<file path="config.mk">
export PLATFORM = sky130hd
export DESIGN_NAME = clkmgra_lock_seq
export DESIGN_NICKNAME = d
export VERILOG_FILES = /design/src/rtl/clkmgra_lock_seq.sv
export SDC_FILE = /design/constraint.sdc
export NUM_CORES = 1
export LEC_CHECK = 0
export CAP_MARGIN = 20
export CORE_UTILIZATION = 39
export DETAILED_ROUTE_END_ITERATION = 12
export HOLD_SLACK_MARGIN = 0.05
export SLEW_MARGIN = 10
export SYNTH_ARGS = -nofsm -noshare
export SYNTH_HDL_FRONTEND = slang
export SYNTH_SLANG_ARGS = --single-unit
</file>
<file path="constraint.sdc">
create_clock -name CLK -period 3.1 [get_ports CLK]
set_input_delay 0.62 -clock CLK [delete_from_list [all_inputs] [get_ports CLK]]
set_output_delay 0.62 -clock CLK [all_outputs]
set_load 0.01 [all_outputs]
</file>
<file path="src/rtl/clkmgra_lock_seq.sv">
// Reset sequencer and lock supervisor for the clock manager, clocked from the free-running board clock.
// Optional diagnostics (RETRY_CNT, sticky LOCK_LOST) are built when CLKMGRA_LOCK_SEQ_DIAG_EN is defined.
module clkmgra_lock_seq #(
    parameter int unsigned RST_CYCLES    = 16,
    parameter int unsigned LOCK_TIMEOUT  = 1_000_000,
    parameter int unsigned STABLE_CYCLES = 1024,
    parameter int unsigned MAX_RETRY     = 0
) (
    input  logic       CLK,
    input  logic       RST,
    input  logic       LOCKED_IN,
    output logic       DCM_RST,
    output logic       SYS_RST,
    output logic       READY,
    output logic       FAIL,
    output logic [7:0] RETRY_CNT,
    output logic       LOCK_LOST
);

    localparam int unsigned MAX_AB = (RST_CYCLES > LOCK_TIMEOUT) ? RST_CYCLES : LOCK_TIMEOUT;
    localparam int unsigned MAXP   = (MAX_AB > STABLE_CYCLES) ? MAX_AB : STABLE_CYCLES;
    localparam int unsigned CW     = (MAXP > 1) ? $clog2(MAXP) : 1;

    localparam logic [CW-1:0] PULSE_LD   = CW'(RST_CYCLES - 1);
    localparam logic [CW-1:0] TIMEOUT_LD = CW'(LOCK_TIMEOUT - 1);
    localparam logic [CW-1:0] STABLE_LD  = CW'(STABLE_CYCLES - 1);

    typedef enum logic [2:0] {
        ST_PULSE,
        ST_WAIT_LOCK,
        ST_STABLE,
        ST_RUN,
        ST_FAIL
    } state_t;

    state_t        state, state_n;
    logic [CW-1:0] cnt, cnt_n;
    logic [7:0]    rty, rty_n;
    logic          lock_m, lock_s;
    logic          retry;

    // LOCKED_IN is asynchronous to CLK; lock_s is the only consumer.
    always_ff @(posedge CLK or posedge RST) begin
        if (RST) begin
            lock_m <= 1'b0;
            lock_s <= 1'b0;
        end else begin
            lock_m <= LOCKED_IN;
            lock_s <= lock_m;
        end
    end

    always_ff @(posedge CLK or posedge RST) begin
        if (RST) begin
            state <= ST_PULSE;
            cnt   <= PULSE_LD;
            rty   <= '0;
        end else begin
            state <= state_n;
            cnt   <= cnt_n;
            rty   <= rty_n;
        end
    end

    always_comb begin
        state_n = state;
        cnt_n   = cnt;
        rty_n   = rty;
        retry   = 1'b0;
        case (state)
            ST_PULSE: begin
                if (cnt == '0) begin
                    state_n = ST_WAIT_LOCK;
                    cnt_n   = TIMEOUT_LD;
                end else begin
                    cnt_n = cnt - CW'(1);
                end
            end
            ST_WAIT_LOCK: begin
                // Lock is checked before the timeout so it wins on the final cycle.
                if (lock_s) begin
                    state_n = ST_STABLE;
                    cnt_n   = STABLE_LD;
                end else if (cnt == '0) begin
                    retry = 1'b1;
                end else begin
                    cnt_n = cnt - CW'(1);
                end
            end
            ST_STABLE: begin
                if (!lock_s) begin
                    retry = 1'b1;
                end else if (cnt == '0) begin
                    state_n = ST_RUN;
                end else begin
                    cnt_n = cnt - CW'(1);
                end
            end
            ST_RUN: begin
                if (!lock_s) begin
                    retry = 1'b1;
                end
            end
            default: begin
                state_n = ST_FAIL;
            end
        endcase

        if (retry) begin
            rty_n = (rty == 8'hFF) ? rty : rty + 8'd1;
            if ((MAX_RETRY != 0) && (32'(rty_n) >= MAX_RETRY)) begin
                state_n = ST_FAIL;
            end else begin
                state_n = ST_PULSE;
                cnt_n   = PULSE_LD;
            end
        end
    end

    // Outputs are decoded from the next state so they change on the same edge as the state.
    always_ff @(posedge CLK or posedge RST) begin
        if (RST) begin
            DCM_RST <= 1'b1;
            SYS_RST <= 1'b1;
            READY   <= 1'b0;
            FAIL    <= 1'b0;
        end else begin
            DCM_RST <= (state_n == ST_PULSE) || (state_n == ST_FAIL);
            SYS_RST <= (state_n != ST_RUN);
            READY   <= (state_n == ST_RUN);
            FAIL    <= (state_n == ST_FAIL);
        end
    end

`ifdef CLKMGRA_LOCK_SEQ_DIAG_EN
    assign RETRY_CNT = rty;

    always_ff @(posedge CLK or posedge RST) begin
        if (RST) begin
            LOCK_LOST <= 1'b0;
        end else if ((state == ST_RUN) && !lock_s) begin
            LOCK_LOST <= 1'b1;
        end
    end
`else
    assign RETRY_CNT = 8'h00;
    assign LOCK_LOST = 1'b0;
`endif

endmodule

</file>
==> qor.yml <==
synthCells: 223
wl_per_cell_um: 15.94
cts_tree: "done"
hold_viol_final: 0
grt_pass1_wl_um: 8010
cap_viol_max_count: 0
max_clock_freq_mhz: 391.5
fp.dieW_um: 72.72
ios: 16
grt_overflow: 0
first_global_vias: 1581
synthAdderAreaFrac: 0.01283
cts_resized: 0
worstSetupEndpoint: "cnt[0]"
cts_made_buffers: 5
die_h_um: 72.72
setup_tns_ps: 0
area_growth_pct: 9.108
rsz0062_at_grt: "false"
antenna_cells: 0
root_buffer: "clkbuf_8"
cts_setup_buffers: 0
critPathLaunch: "cnt[0]"
place_hpwl_um: 3350
antenna_found_initial: 0
synth_top_family_by_area: "simple AND/OR/NAND/NOR gates"
synthXorXnorAreaFrac: 0.01347
pre_cts_slack_ps: 608.7
layout-drive-gt1-share: 0.1447
vias: 1716
synth_cell_types: 59
hold_depth: 0
setup_viol_count_final: 0
post-route-drc-count: 0
fin_worst_skew_ps: 7.218
synth_async_sr_flop_share: 1.000
synth-seq-cells: 29
drt_iter0_drc: 181
coreArea_sq_um: 4755
synth_warnings: 0
gp_congestion: 0.8892
setup_slack_ps: 545.7
synth_simple_gate_area_share: 0.2572
maxSlewViolCount: 0
netlist_area_sq_um: 1951
synthMuxAreaShare: 0.005131
synth_area_per_cell_sq_um: 8.747
clk_latency_ps: 280
drtPass1Iterations: 5
worstPathArrival_ps: 2730
crit_path_end_kind: "flip-flop"
htree_levels: 2
ff2ff_setup_slack_ps: 550
die-area_sq_um: 5288
synth_edf_count: 0
holdBufCountCts: 0
hp-class: "reg2reg"
start_util: 0.4103
period_share: 0.8240
placed_cell_area_sq_um: 2038
cp_max_fo: 6
leakage_nw: 0.8676
rr_worst_depth: 8
rr_endpoint: "cnt[0]"
critical_path_class: "reg2reg"
portBuffers: 6
grtUsageTotal: 0.2042
holdWs_ps: 359.0
synth-compound-area-share: 0.2431
vdd.ir_drop.worst_v: 0.0004402
clock_path_buffers: 2
start_kind: "flip-flop"
wl_um: 4702
n_fill_cell: 465
grt_max_degree: 30
power_density_nw_per_um2: 773.2
clkTransAtPathRegs_ps: 60
crit_required_ps: 3280
slew-limit-headroom: 0.3723
tightest_slew_ps: 937.1
nets: 232
fin_area_sq_um: 2128
viasPerCell: 5.817
outcome: "finished clean"
placementRows: 25
clock_sinks: 29
ys_seq_area_frac: 0.3759
ant_nets: 0
r2r_start: "cnt[0]"
synth_flop_cell: "dfrtp_1"
min_period_ps: 2554
-- logic make-up after synthesis --
family                   after synthesis
multiplexers                           1
AND/OR/NAND/NOR                       84
XOR/XNOR                               3
adder cells (fa/ha/maj)                2
buffers and inverters                 35
AO/OA/AOI/OAI                         68
other                                  1
flip-flops                            29
-- cell usage in the layout (no fill, tap or decap), types with 3 or more instances in the layout --
master           count
a21oi_1             15
a31oi_1              5
buf_4                6
clkbuf_8             6
clkdlybuf4s50_1      6
conb_1               9
dfrtp_1             23
dfstp_2              6
inv_1               12
nand2_1             11
nand2b_1             3
nand3_1              7
nand4_1              3
nor2_1              12
nor3_1              16
nor3_4               3
nor4_1               9
o21ai_0             15
o2bb2ai_1            3
o31ai_1              4
or3_1                4
or4_1                4
xnor2_1              3
-- per-layer routing --
| metal | vias to the layer above | wire, um | track usage |
|---|---|---|---|
| met4 | 0 | 78 | 0.08932 |
| li1 | 838 | - | - |
| met2 | 70 | 2079 | 0.2918 |
| met1 | 799 | 2213 | 0.2871 |
| met5 | - | 0 | 0 |
| met3 | 9 | 330 | 0.05801 |
-- Yosys cell counts, types with 3 or more instances --
master / count / area share
clkbuf_1: 9 / 0.017
a31oi_1: 5 / 0.016
nor3_1: 16 / 0.041
or3_1: 4 / 0.013
or4_1: 4 / 0.015
nor3_4: 3 / 0.025
a21oi_1: 15 / 0.038
nand2b_1: 3 / 0.0096
inv_1: 12 / 0.023
nand2_1: 11 / 0.021
dfrtp_1: 23 / 0.30
o21ai_0: 15 / 0.038
o2bb2ai_1: 3 / 0.013
buf_2: 3 / 0.0077
nand4_1: 3 / 0.0096
dfstp_2: 6 / 0.081
nand3_1: 7 / 0.018
nor2_1: 12 / 0.023
xnor2_1: 3 / 0.013
o31ai_1: 4 / 0.015
buf_4: 9 / 0.035
nor4_1: 9 / 0.029
-- registers in the layout (all words and copies together), names as in the netlist --
register / cells
DCM_RST: 1
FAIL: 1
READY: 1
SYS_RST: 1
cnt: 20
lock_m: 1
lock_s: 1
state: 3
-- final cells by class --
class	instances	area, sq um	share of cell area
tap	67	83.83	0.03939
multi-input combinational	167	1071	0.5032
timing repair buffer	12	105.1	0.04938
inverter	12	45.04	0.02116
clock buffer	8	90.09	0.04233
sequential	29	733.2	0.3445
-- worst max-delay path: stages, from the launching register on --
cell,delay (ps)
dfstp_2,380
inv_1,70
ha_1,220
nor3b_1,500
nand4_1,330
or2_2,410
ha_1,280
o21ai_0,170
a22oi_1,90
-- power by group --
group / internal (W) / switching, W / leakage, nW
logic: 0.000270 / 0.000381 / 0.457
registers: 0.000513 / 0.000161 / 0.365
clock network: 0.000181 / 0.000141 / 0.0455
total: 0.000963 / 0.000682 / 0.868
-- how the worst min path moves through the flow --
stage | from | end | slack [ps]
after CTS | lock_m | lock_s | 360
after global routing | lock_m | lock_s | 370
after global placement | lock_m | lock_s | 340
after floorplan | lock_m | lock_s | 330
after detailed placement | lock_m | lock_s | 350
final | lock_m | lock_s | 360
-- metrics by stage --
stage               total power, W  std cells  utilization
floorplan                 0.001177        231            -
global placement          0.001320        287       0.4287
detailed placement        0.001310        287       0.4287
CTS                       0.001637        295       0.4476
global route              0.001771        295       0.4476
finish                    0.001646        295       0.4476
Note: power is estimated with default switching activity, not from simulation.
==> variant, RTL diff (config.mk and constraints unchanged) <==
Add a define of `CLKMGRA_LOCK_SEQ_DIAG_EN`.
--- a/src/rtl/clkmgra_lock_seq.sv
+++ b/src/rtl/clkmgra_lock_seq.sv
@@ -1,5 +1,7 @@
 // Reset sequencer and lock supervisor for the clock manager, clocked from the free-running board clock.
 // Optional diagnostics (RETRY_CNT, sticky LOCK_LOST) are built when CLKMGRA_LOCK_SEQ_DIAG_EN is defined.
+`define CLKMGRA_LOCK_SEQ_DIAG_EN
+
 module clkmgra_lock_seq #(
     parameter int unsigned RST_CYCLES    = 16,
     parameter int unsigned LOCK_TIMEOUT  = 1_000_000,
Function: no difference found for any inputs over 10 cycles, from zero or initial values and one cycle with RST high; that may be too few to reach the edited logic, so the function may still have changed.
==> variant against the unedited design <==
Die area is 15% higher; final area is 20% higher; worst setup slack worse by 0.049 ns; critical endpoint unchanged; sequential cell count is 9 higher; largest cell class unchanged; power is 38% higher; synthesized area is 16% higher; highest routed layer unchanged; global-route usage is 0.98 points lower; wire length is 15% higher; count of clock-buffer cells in the layout is 1 lower.
==> variant: results (changes against the unedited design) <==
DP Wirelength - 3820 um (was 3350 um)
VDD IR max - 496 uV (was 440 uV)
First-pass GRT wire length - 9160 um (was 8010 um)
Worst Path Arrival - 2.81 ns (was 2.73 ns)
Reg2reg start - cnt[0] (unchanged)
GRT Overall Usage - 0.194 (was 0.204)
Root Driver - clkbuf_8 (unchanged)
R2R Setup Slk - 0.50 ns (was 0.55 ns)
Max reg flops - 20 (unchanged)
CTS Buf Count - 5 (unchanged)
Fillers - 561 (was 465)
Synth cell count leaders - 32 x dfrtp_1, 22 x nand2_1, 17 x nor2_1 (was 23 x dfrtp_1, 16 x nor3_1, 15 x a21oi_1, 15 x o21ai_0)
Antenna violations before repair - 0 (unchanged)
Hold path depth - 0 (unchanged)
Reg2Reg Capture Point - cnt[0] (unchanged)
Drt first pass iters - 4 (was 5)
Worst skew pair latency - 0.29 ns
Drt first-iter violations - 211 (was 181)
Tcrit/Tclk final - 0.840 (was 0.824)
CTS max path bufs - 2 (unchanged)
Via count - 1908 (was 1716)
R2r worst-path depth - 10 (was 8)
Final GP Congestion - 0.864 (was 0.889)
Worst min-delay path class - flip-flop to flip-flop (unchanged)
Input/output buffers - 15 (was 6)
H-tree Lvls - 2 (unchanged)
Post-synthesis sequential area ratio - 0.425 (was 0.376)
DR WL/cell - 16.7 um (was 15.9 um)
Fraction of layout cells with a size suffix above 1 - 0.151 (was 0.145)
Yosys warns - 0 (unchanged)
Synth async-reset ratio - 1.00 (unchanged)
Post-Syn Nets - 242
Hold EP - lock_s (unchanged)
Worst-margin pin slew - 0.697 ns (was 0.937 ns)
Cts repair resizes - 0 (unchanged)
Max Clock Skew - 0.00883 ns (was 0.00722 ns)
Pre-CTS setup slack - 0.517 ns (was 0.609 ns)
Distinct cells, synth - 65 (was 59)
Largest reg by FF count - cnt (unchanged)
Hold Startpoint - lock_m (unchanged)
Largest net degree at the start of global routing - 39 (was 30)
Leakage - 0.00105 uW (was 0.000868 uW)
Most area-consuming cells after synthesis - dfrtp_1 35%, dfstp_2 7.0%, nand2_1 3.7%, a31oi_1 3.3%, nor2_1 2.8% (was dfrtp_1 30%, dfstp_2 8.1%, nor3_1 4.1%, a21oi_1 3.8%, o21ai_0 3.8%)
Vias in the first global route - 1755 (was 1581)
Status - finished clean (unchanged)
Critical Path Fanout Max - 10 (was 6)
Setup bufs post-CTS - 0 (unchanged)
N_diodes - 0 (unchanged)
Nets@finish - 257 (was 232)
Clock transition at path regs - 0.08 ns (was 0.06 ns)
-- variant: cell types whose count changed after synthesis, sizes merged, moves of 5 or more --
cell,delta
nand2,+11
nor3,-9
a31oi,+7
a21oi,-5
o21ai,-6
buf,-8
nor2,+6
xor2,+5
nor4,-7
dfrtp,+9
-- variant: per-stage QoR --
stage / instances / area [um^2] / utilization / power, uW / hold WS (ns)
after floorplan: 236 / 2260 / - / 1610 / 0.331
after global placement: 316 / 2460 / 0.445 / 1910 / 0.335
after detailed placement: 316 / 2460 / 0.445 / 1910 / 0.342
after CTS: 324 / 2560 / 0.461 / 2270 / 0.359
after global routing: 324 / 2560 / 0.461 / 2450 / 0.373
final: 324 / 2560 / 0.461 / 2270 / 0.355
-- variant: final cells by class --
cell class,instances,area share
clock inverter,1,0.00196
clock buffer,7,0.0338
inverter,11,0.0162
timing repair buffer,19,0.0705
sequential,38,0.375
tap,72,0.0352
multi-input combinational,176,0.467
-- variant: kinds of logic (layout without fill, tap and decap cells) --
kind of cell	Yosys count	count (layout)	synth area share
AO/OA/AOI/OAI	71	71	0.238
XOR/XNOR	8	8	0.0311
adder cells (fa/ha/maj)	3	3	0.0166
buffers and inverters	22	38	0.0455
flip-flops	38	38	0.425
multiplexers	2	2	0.00943
AND/OR/NAND/NOR	92	92	0.235
-- variant: power breakdown --
part	total (uW)	switching [uW]	internal [uW]
registers	893	226	667
logic	1020	606	416
clock network	356	177	180
total	2270	1010	1260
-- variant: routing by layer --
metal / vias up / GRT usage / wire, um
li1: 923 / - / -
met1: 918 / 0.286 / 2670
met2: 58 / 0.282 / 2350
met3: 9 / 0.0314 / 301
met4: 0 / 0.0796 / 93
met5: - / 0 / 0
-- variant: worst max path at each step --
stage / start / depth (start not counted) / endpoint
floorplan: cnt[0] / 10 / cnt[0]
global placement: cnt[0] / 10 / cnt[0]
detailed placement: cnt[0] / 10 / cnt[0]
CTS: cnt[0] / 10 / cnt[0]
global route: cnt[0] / 10 / cnt[0]
finish: cnt[0] / 10 / cnt[0]
-- variant: worst max-delay path, stage by stage, from the launching register on --
cell	delay (ns)
dfstp_2	0.38
inv_1	0.07
ha_1	0.19
nor4b_4	0.41
nand4_2	0.31
nor2_4	0.33
inv_2	0.14
ha_1	0.29
nor3_1	0.19
a21oi_1	0.07
a2bb2oi_1	0.13
